===== src/rtl/game_pkg.sv =====
// Shared encodings for the game pulse controller: round-state values and width.
package game_pkg;

  localparam int STATE_W = 2;

  // Round states as seen on game_state_o; encoding 3 is never produced.
  typedef enum logic [STATE_W-1:0] {
    ST_IDLE = 2'd0,
    ST_PLAY = 2'd1,
    ST_OVER = 2'd2
  } game_state_e;

endpackage


===== src/rtl/button_debounce.sv =====
// Raw asynchronous button -> 2-flop synchronizer -> debouncer -> rising-edge strobe.
// The debounced level flips only after DEBOUNCE_CYCLES consecutive synchronized
// samples all disagree with it; rise_o is high for the one cycle after it flips to 1.
module button_debounce #(
  parameter int DEBOUNCE_CYCLES = 4
) (
  input  logic clk_i,
  input  logic rst_ni,
  input  logic btn_i,
  output logic rise_o
);

  localparam int CW = $clog2(DEBOUNCE_CYCLES + 1);
  localparam logic [CW-1:0] CNT_LAST = CW'(DEBOUNCE_CYCLES - 1);
  localparam logic [CW-1:0] CNT_ONE  = CW'(1);

  logic [1:0]    sync_q;
  logic          level_q;
  logic          level_prev_q;
  logic [CW-1:0] cnt_q;

  // Two-stage synchronizer; sync_q[1] is the safe sampled level.
  always_ff @(posedge clk_i or negedge rst_ni) begin
    if (!rst_ni) begin
      sync_q <= 2'b00;
    end else begin
      sync_q <= {sync_q[0], btn_i};
    end
  end

  // Count consecutive disagreeing samples; accept the new level on the last one.
  always_ff @(posedge clk_i or negedge rst_ni) begin
    if (!rst_ni) begin
      level_q      <= 1'b0;
      level_prev_q <= 1'b0;
      cnt_q        <= '0;
    end else begin
      level_prev_q <= level_q;
      if (sync_q[1] != level_q) begin
        if (cnt_q == CNT_LAST) begin
          level_q <= sync_q[1];
          cnt_q   <= '0;
        end else begin
          cnt_q <= cnt_q + CNT_ONE;
        end
      end else begin
        cnt_q <= '0;
      end
    end
  end

  assign rise_o = level_q & ~level_prev_q;

endmodule


===== src/rtl/game_pulse_ctrl.sv =====
// Round controller: IDLE/PLAY/OVER state machine, tick-driven round timer and
// gating of debounced button presses into single-cycle increase/decrease pulses.
module game_pulse_ctrl
  import game_pkg::*;
#(
  parameter int WIDTH           = 8,
  parameter int DEBOUNCE_CYCLES = 4,
  parameter int ROUND_TICKS     = 200
) (
  input  logic             clk_i,
  input  logic             rst_ni,
  input  logic             start_i,
  input  logic             tick_i,
  input  logic             btn_up_i,
  input  logic             btn_down_i,
  input  logic [WIDTH-1:0] score_i,
  output logic             increase_o,
  output logic             decrease_o,
  output logic [1:0]       game_state_o,
  output logic [WIDTH-1:0] time_left_o,
  output logic             round_over_o
);

  localparam logic [WIDTH-1:0] LOAD      = WIDTH'(ROUND_TICKS);
  localparam logic [WIDTH-1:0] ONE       = WIDTH'(1);
  localparam logic [WIDTH-1:0] SCORE_MAX = {WIDTH{1'b1}};

  game_state_e      state_q;
  logic [WIDTH-1:0] time_left_q;
  logic             increase_q;
  logic             decrease_q;

  logic up_rise;
  logic down_rise;
  logic stays_in_play;
  logic up_ok;
  logic down_ok;

  button_debounce #(.DEBOUNCE_CYCLES(DEBOUNCE_CYCLES)) u_up_db (
    .clk_i  (clk_i),
    .rst_ni (rst_ni),
    .btn_i  (btn_up_i),
    .rise_o (up_rise)
  );

  button_debounce #(.DEBOUNCE_CYCLES(DEBOUNCE_CYCLES)) u_down_db (
    .clk_i  (clk_i),
    .rst_ni (rst_ni),
    .btn_i  (btn_down_i),
    .rise_o (down_rise)
  );

  // A pulse may only go out if the machine is in PLAY now and still in PLAY after
  // this edge, so presses landing on the final tick are dropped rather than queued.
  assign stays_in_play = (state_q == ST_PLAY) && !(tick_i && (time_left_q == ONE));
  // Simultaneous up/down presses cancel; saturated score blocks its direction.
  assign up_ok   = up_rise && !down_rise && (score_i != SCORE_MAX);
  assign down_ok = down_rise && !up_rise && (score_i != '0);

  // Round FSM, timer and registered pulse outputs.
  always_ff @(posedge clk_i or negedge rst_ni) begin
    if (!rst_ni) begin
      state_q     <= ST_IDLE;
      time_left_q <= '0;
      increase_q  <= 1'b0;
      decrease_q  <= 1'b0;
    end else begin
      increase_q <= stays_in_play && up_ok;
      decrease_q <= stays_in_play && down_ok;
      case (state_q)
        ST_IDLE, ST_OVER: begin
          if (start_i) begin
            state_q     <= ST_PLAY;
            time_left_q <= LOAD;
          end
        end
        ST_PLAY: begin
          if (tick_i && (time_left_q != '0)) begin
            time_left_q <= time_left_q - ONE;
            if (time_left_q == ONE) begin
              state_q <= ST_OVER;
            end
          end
        end
        default: begin
          state_q     <= ST_IDLE;
          time_left_q <= '0;
        end
      endcase
    end
  end

  assign increase_o   = increase_q;
  assign decrease_o   = decrease_q;
  assign game_state_o = state_q;
  assign time_left_o  = time_left_q;
  assign round_over_o = (state_q == ST_OVER);

endmodule

===== config.mk =====
export PLATFORM = sky130hd
export DESIGN_NAME = game_pulse_ctrl
export DESIGN_NICKNAME = d
export VERILOG_FILES = /design/src/rtl/game_pkg.sv /design/src/rtl/button_debounce.sv /design/src/rtl/game_pulse_ctrl.sv
export SDC_FILE = /design/constraint.sdc
export NUM_CORES = 1
export LEC_CHECK = 0
export ABC_AREA = 0
export BUFFER_PORTS_ARGS = -buffer_cell sky130_fd_sc_hd__clkbuf_2
export CAP_MARGIN = 20
export CORE_UTILIZATION = 35
export CTS_CLUSTER_SIZE = 16
export DETAILED_ROUTE_END_ITERATION = 10
export GPL_TIMING_DRIVEN = 0
export HOLD_SLACK_MARGIN = 0.12
export PLACE_DENSITY = 0.65
export SYNTH_ARGS = -nofsm -noshare
export SYNTH_HDL_FRONTEND = slang
export SYNTH_SLANG_ARGS = --single-unit

===== constraint.sdc =====
create_clock -name clk_i -period 5.3 [get_ports clk_i]
set_input_delay 1.06 -clock clk_i [delete_from_list [all_inputs] [get_ports clk_i]]
set_output_delay 1.06 -clock clk_i [all_outputs]
set_load 0.01 [all_outputs]

==> impl_metrics.tcl <==
set metrics [dict create \
    initial_core_util 0.371 \
    cts.reportedPaths.clkPinSlew_ns 0.13 \
    worst_ir_drop_vdd_uv 173 \
    hold_viol 0 \
    clkSinkCount 26 \
    postCtsHoldBufs 0 \
    grt_setup_unrepaired "no" \
    antenna_found_initial 0 \
    cp_slowest_stage_delay_ns 0.50 \
    timing.max_slew.rel_slack 0.476 \
    final.hold.worst_slack_ns 0.360 \
    placed_cells 185 \
    fp.dieH_um 61.7 \
    routed_wire_length_per_instance_um 12.1 \
    num-nets-final 162 \
    worst_hold_path_type "flip-flop to flip-flop" \
    routabilityCongestion 0.817 \
    status "complete, no violations" \
    fmax_mhz 433 \
    filler_cell_count 343 \
    first_pass_iters 4 \
    area_of_the_multi_input_gates_um2 558 \
    cp_data_arrival_time_ns 1.25 \
    timing.final.crit_share 0.435 \
    fp-row-count 21 \
    leakage_nw 0.655 \
    io_buffer_count 26 \
    ff2ff_path_depth 7 \
    cts_resized 0 \
    grt_pass1_wl_um 3770 \
    tritoncts.num_buffers 3 \
    final.setup.tns_ns 0 \
    clock_latency_ns 0.31 \
    ys_seq_elements 26 \
    syn_area_per_cell_um2 11.0 \
    synthesis.area_um2 1250 \
    critical_path.endpoint_type "output pin" \
    timing_worst_slew_pin_value_ns 0.778 \
    globalRoute.totalOverflow 0 \
    die-width_um 61.7 \
    finalSetupViolCount 0 \
    critPathMaxFanout 7 \
    antenna_left 0 \
    hold-path-endpoint "u_down_db.sync_q[1]" \
    htree_levels 1 \
    worst-setup-path-type "flip-flop to output pin" \
    antenna_cells 0 \
    count_of_flip_flops_with_a_built_in_enable_after_synthesis 0 \
    crit_path_top_delay_cell "sky130_fd_sc_hd__dfrtp_1" \
    gr-usage-all-layers 0.136 \
    power_density_nw_per_um2 391 \
    synth_sequential_area_ratio 0.522 \
    cap_viol_max_count 0 \
    cp-start-kind "flip-flop" \
    min_from "u_down_db.sync_q[0]" \
    worstReg2RegEnd "time_left_o[6]" \
    final.min_clock_period_ns 2.31 \
    die_outline_area_um2 3800 \
    syn_inst 113 \
    rrSetupSlack_ns 3.41 \
    buffer_levels_on_the_longest_clock_path 2 \
    syn_nets 131 \
    syn2layout_area_growth_pct 16.9 \
    detailedRoute.firstIterationViolations 19 \
    report.final.slew_viol_count 0 \
    buffer_cell_driving_the_clock_tree_root "sky130_fd_sc_hd__clkbuf_4" \
    synth.distinct_cells 41 \
    layout.area.seq_um2 651 \
    overall_routed_net_length_um 2280 \
    layout-drive-gt1-share 0.282 \
    synth_ff_type "sky130_fd_sc_hd__dfrtp_1" \
    finClkSkew_ns 0.00892 \
    vias 958 \
    first_global_vias 901 \
    pin_count 27 \
    remaining_drc_errors 0 \
    depth_of_the_worst_hold_timing_path 0 \
    design.core.area_um2 3360 \
    yosysWarnings 0 \
    crit_required_ns 4.24 \
    post_cts_buffers 0 \
    ys_async_sr_fraction 1.00 \
    finish.cell_count_without_fillers 188 \
    vias_per_cell 5.10 \
    hpwlAfterDp_um 1780 \
    cts_tree "built" \
    critical_path.reg2reg.startpoint "time_left_o[0]" \
    pin_count_of_the_biggest_net_entering_global_routing 27 \
    crit_chain "inv_1, nor2_1, clkbuf_2" \
]
## cell families after synthesis
logic type                 after synthesis  synth area share
and+or+nand+nor                         48             0.230
AOI/OAI and AO/OA                       19             0.116
DFF                                     26             0.522
buffers and inverters                    8            0.0301
adders and majority gates                4            0.0402
muxes                                    3            0.0261
xor gates and xnor gates                 5            0.0351
## layer usage
layer / track usage / vias to the layer above / share of wire
li1: - / 473 / -
met3: 0.0252 / 5 / 0.038
met5: 0 / - / 0
met2: 0.237 / 25 / 0.48
met1: 0.169 / 455 / 0.46
met4: 0.0476 / 0 / 0.018
## layout by cell type (no fill, tap or decap), types with 3 or more instances in the layout
master	instances
sky130_fd_sc_hd__nor3b_1	4
sky130_fd_sc_hd__nand2_1	9
sky130_fd_sc_hd__nand2b_1	4
sky130_fd_sc_hd__dfrtp_1	26
sky130_fd_sc_hd__o21ai_1	3
sky130_fd_sc_hd__clkbuf_4	4
sky130_fd_sc_hd__inv_1	6
sky130_fd_sc_hd__nor2_1	8
sky130_fd_sc_hd__ha_1	4
sky130_fd_sc_hd__nor4_1	3
sky130_fd_sc_hd__clkbuf_2	26
sky130_fd_sc_hd__nand4_1	4
sky130_fd_sc_hd__xnor2_1	3
## through the flow
step | power [W] | utilization | instance area [um2] | worst slack [ns]
6_report | 0.000569 | 0.433 | 1460 | 2.99
5_1_grt | 0.000620 | 0.433 | 1460 | 2.91
4_1_cts | 0.000578 | 0.433 | 1460 | 2.98
3_5_place_dp | 0.000498 | 0.426 | 1430 | 3.20
2_1_floorplan | 0.000431 | - | 1250 | 3.46
3_3_place_gp | 0.000490 | 0.426 | 1430 | 3.20
## worst max-delay path, delay by kind of cell, from the launching register on
| kind | cells | cell delay [ns] |
|---|---|---|
| flip-flops | 1 | 0.50 |
| AND/OR/NAND/NOR | 1 | 0.13 |
| buffers and inverters | 2 | 0.30 |
## where the power goes
part,internal (W),switching [W],total [W]
Clock,0.0000266,0.0000529,0.0000795
Combinational,0.0000941,0.0000914,0.000185
Sequential,0.000253,0.0000510,0.000304
## cells in the mapped netlist (2+ instances only)
master / n / share of area
sky130_fd_sc_hd__nor4_1: 3 / 0.015
sky130_fd_sc_hd__o22ai_1: 2 / 0.010
sky130_fd_sc_hd__ha_1: 4 / 0.040
sky130_fd_sc_hd__o21ai_1: 3 / 0.012
sky130_fd_sc_hd__a31oi_1: 2 / 0.010
sky130_fd_sc_hd__and3b_1: 2 / 0.014
sky130_fd_sc_hd__xor2_1: 2 / 0.014
sky130_fd_sc_hd__nand2_1: 9 / 0.027
sky130_fd_sc_hd__and3_1: 2 / 0.010
sky130_fd_sc_hd__dfrtp_1: 26 / 0.52
sky130_fd_sc_hd__xnor2_1: 3 / 0.021
sky130_fd_sc_hd__nor2b_1: 2 / 0.010
sky130_fd_sc_hd__nand4_1: 4 / 0.020
sky130_fd_sc_hd__inv_1: 6 / 0.018
sky130_fd_sc_hd__nor2_1: 8 / 0.024
sky130_fd_sc_hd__mux2_2: 2 / 0.018
sky130_fd_sc_hd__nor3b_1: 4 / 0.024
sky130_fd_sc_hd__o21ai_0: 2 / 0.0080
sky130_fd_sc_hd__nand3_1: 2 / 0.0080
sky130_fd_sc_hd__nand2b_1: 4 / 0.020
## state kept, by name, indices dropped and copies added (netlist names)
signal and count:
time_left_o 8, u_down_db.cnt_q 3, u_up_db.cnt_q 3, game_state_o 2, u_down_db.sync_q 2, u_up_db.sync_q 2, decrease_o 1, increase_o 1
u_down_db.level_prev_q 1, u_down_db.level_q 1, u_up_db.level_prev_q 1, u_up_db.level_q 1
## worst max-delay path by stage
stage	startpoint	end	slack (ns)	cells past startpoint
global placement	tick_i	time_left_o[3]	3.20	4
detailed placement	tick_i	time_left_o[3]	3.20	4
finish	game_state_o[1]	round_over_o	2.99	3
global route	game_state_o[1]	round_over_o	2.91	3
CTS	game_state_o[1]	round_over_o	2.98	3
floorplan	tick_i	time_left_o[3]	3.46	3
## final cells by class
class	instances	area share
flip-flops and latches	26	0.447
inverters	6	0.0155
repair buffers	26	0.0893
clock buffers	3	0.0155
well taps	46	0.0395
multi-input cells	79	0.383
plain buffers	2	0.0103
Note: power is estimated with default switching activity, not from simulation.
